==> src/rtl/aes_key_sched_ctrl.sv <==
// AES-128 key-schedule sequencer: drives the expansion core through NR rounds,
// captures every round key into a local store and serves them on a registered read port.
module aes_key_sched_ctrl #(
    parameter int NR = 10,
    parameter int KW = 128
) (
    input  logic          CLK,
    input  logic          RST_N,
    input  logic          start,
    input  logic          abort,
    input  logic [KW-1:0] key_in,
    output logic          busy,
    output logic          done,
    output logic          rk_valid,
    output logic          exp_load,
    output logic          exp_en,
    output logic [3:0]    exp_round_idx,
    output logic [KW-1:0] exp_key,
    input  logic [KW-1:0] exp_w,
    input  logic          rk_rd_en,
    input  logic [3:0]    rk_rd_addr,
    output logic [KW-1:0] rk_rd_data,
    output logic [2:0]    dbg_state
);

    // Handshake: start is a level sampled on the rising edge only in IDLE or DONE;
    // abort is sampled every edge and overrides start. There is no backpressure.

    typedef enum logic [2:0] {
        S_IDLE = 3'd0,
        S_LOAD = 3'd1,
        S_STEP = 3'd2,
        S_FIN  = 3'd3,
        S_DONE = 3'd4
    } state_t;

    localparam logic [3:0] LAST_IDX = 4'(NR - 1);
    localparam logic [3:0] MAX_IDX  = 4'(NR);

    state_t        state, state_nxt;
    logic [3:0]    cnt;
    logic          start_acc;
    logic          rk_we;
    logic [3:0]    rk_wa;
    logic [KW-1:0] rk_wd;
    logic [KW-1:0] rk_mem [0:NR];

    assign dbg_state = state;

    always_comb begin
        state_nxt     = state;
        start_acc     = 1'b0;
        busy          = 1'b0;
        exp_load      = 1'b0;
        exp_en        = 1'b0;
        exp_round_idx = 4'd0;
        case (state)
            S_IDLE, S_DONE: begin
                if (start) begin
                    start_acc = 1'b1;
                    state_nxt = S_LOAD;
                end
            end
            S_LOAD: begin
                busy      = 1'b1;
                exp_load  = 1'b1;
                state_nxt = S_STEP;
            end
            S_STEP: begin
                busy          = 1'b1;
                exp_en        = 1'b1;
                exp_round_idx = cnt;
                if (cnt == LAST_IDX) state_nxt = S_FIN;
            end
            S_FIN: begin
                busy      = 1'b1;
                state_nxt = S_DONE;
            end
            default: state_nxt = S_IDLE;
        endcase
        if (abort) begin
            state_nxt = S_IDLE;
            start_acc = 1'b0;
        end
    end

    // The core output lags its step by one cycle, so the key seen during step r
    // (r >= 1) is round key r; the final key arrives in FIN with cnt already at NR.
    always_comb begin
        rk_we = start_acc || (state == S_STEP && cnt != 4'd0) || (state == S_FIN);
        rk_wa = start_acc ? 4'd0 : cnt;
        rk_wd = start_acc ? key_in : exp_w;
    end

    always_ff @(posedge CLK or negedge RST_N) begin
        if (!RST_N) begin
            state      <= S_IDLE;
            cnt        <= 4'd0;
            exp_key    <= '0;
            rk_valid   <= 1'b0;
            done       <= 1'b0;
            rk_rd_data <= '0;
        end else begin
            state <= state_nxt;
            if (abort || state != S_STEP) cnt <= 4'd0;
            else if (cnt != MAX_IDX)      cnt <= cnt + 4'd1;
            if (start_acc) exp_key <= key_in;
            if (abort || start_acc)     rk_valid <= 1'b0;
            else if (state == S_FIN)    rk_valid <= 1'b1;
            done <= (state == S_FIN) && !abort;
            if (rk_rd_en) begin
                if (rk_valid && rk_rd_addr <= MAX_IDX) rk_rd_data <= rk_mem[rk_rd_addr];
                else                                   rk_rd_data <= '0;
            end
        end
    end

    // Store contents are never exposed unless rk_valid is set, so no reset is needed.
    always_ff @(posedge CLK) begin
        if (rk_we) rk_mem[rk_wa] <= rk_wd;
    end

endmodule

==> config.mk <==
export PLATFORM = sky130hd
export DESIGN_NAME = aes_key_sched_ctrl
export DESIGN_NICKNAME = d
export VERILOG_FILES = /design/src/rtl/aes_key_sched_ctrl.sv
export SDC_FILE = /design/constraint.sdc
export NUM_CORES = 2
export LEC_CHECK = 0
export ABC_AREA = 1
export CORE_ASPECT_RATIO = 0.8
export CORE_MARGIN = 5
export CORE_UTILIZATION = 30
export CTS_BUF_LIST = sky130_fd_sc_hd__clkbuf_16
export DETAILED_ROUTE_END_ITERATION = 8
export PLACE_DENSITY = 0.53
export SLEW_MARGIN = 20
export SYNTH_ARGS = -nofsm -noshare
export SYNTH_HDL_FRONTEND = slang
export SYNTH_SLANG_ARGS = --single-unit
==> constraint.sdc <==
create_clock -name CLK -period 15.9 [get_ports CLK]
set_clock_uncertainty 0.2 [all_clocks]
set_input_delay 2.385 -clock CLK [delete_from_list [all_inputs] [get_ports CLK]]
set_output_delay 2.385 -clock CLK [all_outputs]
set_load 0.03 [all_outputs]
## Word-level counts from Yosys, hierarchy flattened

Memories as Yosys holds them, arrays and structs flattened.
Index checks and enable logic that the tools add are counted.

- $add $sub $neg: 1
- Order comparisons: 1
- Equal/unequal tests: 9
- Mux-type cells: 20
- Reductions and logical operators: 15

Operators with widths:

| operator | count |
|---|---|
| 128-bit two-way mux | 2 |
| 4-bit two-way mux | 4 |
| 3-bit case mux with 4 select lines | 1 |
| 1-bit two-way mux | 10 |
| 3-bit two-way mux | 3 |
| 3-bit by 2-bit == test with 1-bit output, second input constant | 2 |
| 3-bit != test, second input constant | 2 |
| 4-bit by 1-bit adder with 4-bit output, second input constant | 1 |
| 4-bit == test, second input constant | 1 |
| 4-bit less-or-equal comparator, second input constant | 1 |
| 1-bit logical OR | 4 |
| 4-bit != test, second input constant | 1 |
| 2-bit nonzero test | 2 |
| 4-bit nonzero test | 1 |
| 3-bit by 1-bit == test with 1-bit output, second input constant | 1 |
| 3-bit == test, second input constant | 1 |
| 1-bit logical AND | 3 |
| 3-bit logical NOT | 1 |
| 3-bit by 2-bit != test with 1-bit output, second input constant | 1 |
| 3-bit OR reduction | 1 |
| 2-bit AND reduction | 1 |
| 2-bit OR reduction | 1 |
| 1-bit logical NOT | 1 |

- Register bits: 265
- Memory bits (writable): 1,408
- Output and inout bits: 268
- Memories kept: 1

Memories:

| name | depth | width | read ports | clocked after memory_dff | wr ports | line | source |
|---|---|---|---|---|---|---|---|
| rk_mem | 11 | 128 | 1 | 0 | 1 | 46 | `logic [KW-1:0] rk_mem [0:NR];` |

## Longest topological paths before layout

- Depth in word-level cells: 8
- Gate-level depth with buffers: 11
- Gate-level depth less buffers: 8

## Worst setup path before layout

OpenSTA, ideal clock, no wires.

- Kind: input to register
- From: input port abort
- To: memory rk_mem[0][0], enable pin
- Setup time: 617 ps
- Arrival: 8,442 ps
- Required time: 15,083 ps
- Path slack: 6,640 ps
- Cell stages on the path: 7
- Path buffers: 2
- Cell sequence: inv_1 nand3_1 buf_2 buf_2 nand2_1 nand3_1 nor2_1

- Word-level cells in the longest chain between the ends: 5
- Elaborated cells on any way between the ends: 6
- Those cells by class: mux: 4; reduce/logical: 2

RTL lines:

| element | line | source |
|---|---|---|
| from (decl) | 10 | `input logic abort,` |
| 1-bit two-way mux * | 81 | `if (abort) begin` |
| 1-bit logical OR (2 in a row) | 90 | `rk_we = start_acc \|\| (state == S_STEP && cnt != 4'd0) \|\| (state == S_FIN);` |
| 1-bit two-way mux | 120 | `if (rk_we) rk_mem[rk_wa] <= rk_wd;` |
| 1-bit two-way mux (not written as such) | 120 |  |
| to (decl) | 46 |  |

Mark *: on every way between the ends. The rest lies on a longest branch, timed or not.

## Worst setup path after layout

- From: input port abort
- To: memory rk_mem[7][27], enable pin

The elaborated chain is that of the path after synthesis.

==> impl_metrics.yaml <==
yosys:
  synthCells: 5709
  synth_area_per_cell_um2: 11.6
  synth_edf_count: 1408
  syn_nets: 5978
  ys_warn_count: 0
  synth_top_area_share: 0.639
  synthesis.area_um2: 66200
  synth_top_cell_by_area: "edfxtp_1"
  async_reset_ff_frac: 0.158
  yosys-top-cells-area: "edfxtp_1 64%, nand2_1 13%, dfrtp_1 10%"
  yosysSeqAreaShare: 0.739
  ys_ff_latch: 1673
  synth_most_common_cell: "nand2_1"
  netlist_top_cells_count: "2324 x nand2_1, 1408 x edfxtp_1, 1030 x nand3_1"
  ys.flop_type: "edfxtp_1"
  synth_cell_type_count: 24
placed_design:
  pre_cts_ws_ns: 8.14
  dp.cells: 8911
  io_buffers: 532
  dpl-instance-area_um2: 74200
  place_hpwl_mm: 107
  gp_congestion: 0.761
clock_network:
  post_cts_buffers: 0
  cts-resized-gates: 0
  clock_path_buffers: 3
  cts-buffers-inserted: 178
  tritoncts: "built"
  h-tree-depth: 4
  clockRootBuffer: "clkbuf_16"
  postCtsHoldBufs: 0
  clkTransAtPathRegs_ns: 0.06
  clk_latency_ns: 0.80
  cts_sinks: 1673
sta:
  tightest_slew_ns: 1.15
  worst_slack_ns: 8.96
  max-slew-margin-rel: 0.233
  rsz0062_at_grt: "no"
  fin_setup_tns_ns: 0
  fmax_ghz: 0.144
  setup_violations: 0
  hold_viol_final: 0
  fin_crit_sh: 0.436
  period_needed_ns: 6.94
  slew_viol_final: 0
  whs_ns: 0.277
critical_path:
  critPathLaunchType: "input port"
  required_ns: 16.12
  critPathArrivalTime_ns: 7.15
  r2r_slack_ns: 10.49
  r2r_cells: 8
  worstSetupStartpoint: "abort"
  crit_path_end_kind: "flip-flop"
  reg2reg_from: "dbg_state[1]"
  worstSetupPathType: "input port to flip-flop"
  critPathMaxFanout: 66
  r2r-end: "rk_mem[7][27]"
route:
  drc_errors: 0
  vias: 43800
  wl_per_cell_um: 22.0
  via_per_inst: 4.73
  first_pass_iters: 5
  drt.antenna.violating_nets: 0
  wl_mm: 204
  drtIter0Drc: 3816
floorplan:
  die_area_um2: 230000
  core-area_um2: 220000
  start_util: 0.301
  rows: 154
  ioPinCount: 533
  die_w_um: 535
  fp.dieH_um: 430
global_routing:
  antenna_found_initial: 3
  grt_overflow: 0
  grt_max_degree: 229
  track_usage: 0.173
  grt_pass1_vias: 43100
  grt_pass1_wl_mm: 299
layout:
  areaGrowthSynthToFinish_pct: 20.5
  final_cells: 9248
  drive_above_1_share: 0.0530
  final_area_um2: 79800
  final_net_count: 6396
  utilization: 0.363
power:
  leakagePower_nw: 30.3
  powerDensity_nw_per_um2: 133
  p_total_mw: 10.6
  vdd_ir_drop_max_mv: 0.111
hold_path:
  hold_depth: 2
  hp-class: "flip-flop to flip-flop"
  holdPathEnd: "exp_key[8]"
  worstHoldStart: "exp_key[8]"
job:
  cap_violations: 0
status:
  status: "completed"
-- metal layers --
metal / vias to the layer above / GRT usage / routed length (um)
met3: 231 / 0.0276 / 11400
li1: 20600 / - / -
met2: 1207 / 0.289 / 99000
met1: 21800 / 0.237 / 89300
met4: 0 / 0.0374 / 3780
met5: - / 0 / 0
-- cells in the final DEF (no fill, tap or decap), types with 9 or more instances in the layout --
| cell type | synthesis | layout |
|---|---|---|
| a21oi_1 | 131 | 131 |
| buf_12 | 0 | 9 |
| buf_4 | 49 | 47 |
| bufinv_16 | 0 | 10 |
| clkbuf_16 | 0 | 182 |
| clkdlybuf4s50_1 | 0 | 527 |
| clkinv_1 | 0 | 36 |
| clkinv_2 | 0 | 35 |
| dfrtp_1 | 265 | 265 |
| edfxtp_1 | 1408 | 1408 |
| inv_1 | 28 | 75 |
| inv_6 | 0 | 10 |
| nand2_1 | 2324 | 2324 |
| nand3_1 | 1030 | 1028 |
| nor2_1 | 22 | 11 |
| nor2_4 | 0 | 11 |
| o21ai_0 | 37 | 37 |
| o21ai_1 | 96 | 96 |
-- worst max-delay path by stage --
stage / to / slack (ns) / depth (start not counted)
floorplan: rk_mem[0][0] / 6.64 / 7
global placement: rk_mem[7][48] / 8.04 / 9
detailed placement: rk_mem[7][50] / 8.14 / 9
CTS: rk_mem[7][38] / 9.00 / 9
global route: rk_mem[7][57] / 8.70 / 9
finish: rk_mem[7][27] / 8.96 / 9
-- final cells by class --
class | count | area, um2
Tap cell | 2964 | 3710
Inverter | 30 | 156
Timing Repair Buffer | 591 | 5910
Antenna cell | 2 | 5.00
Multi-Input combinational cell | 3653 | 15500
Sequential cell | 1673 | 48900
Fill cell | 21300 | 140000
Clock inverter | 153 | 1030
Clock buffer | 182 | 4550
-- kinds of logic after synthesis --
logic type,Yosys count,share of synthesized area
simple gates,3381,0.211
xor+xnor,2,0.000265
buf+inv,383,0.0283
compound gates,266,0.0202
fa+ha+maj,4,0.000756
flops,1673,0.739
-- flip-flops by register name, summed over array words and instances, names as in the netlist --
name / count
cnt: 4
dbg_state: 3
done: 1
exp_key: 128
rk_mem: 1408
rk_rd_data: 128
rk_valid: 1
-- power by group --
group / total, mW / switching, mW / internal, mW / leakage (nW)
logic: 1.45 / 0.992 / 0.462 / 11.1
registers: 5.20 / 0.125 / 5.08 / 16.2
clock network: 3.98 / 1.74 / 2.24 / 2.94
-- worst max-delay path, stage by stage --
cell and delay (ns):
clkdlybuf4s50_1 0.44, inv_1 0.18, nand3_4 0.62, o21ai_0 0.46, nand3_1 0.42, nor2_4 0.20
buf_4 0.65, buf_4 0.76, buf_4 0.84
(Power assumes the default switching activity.)
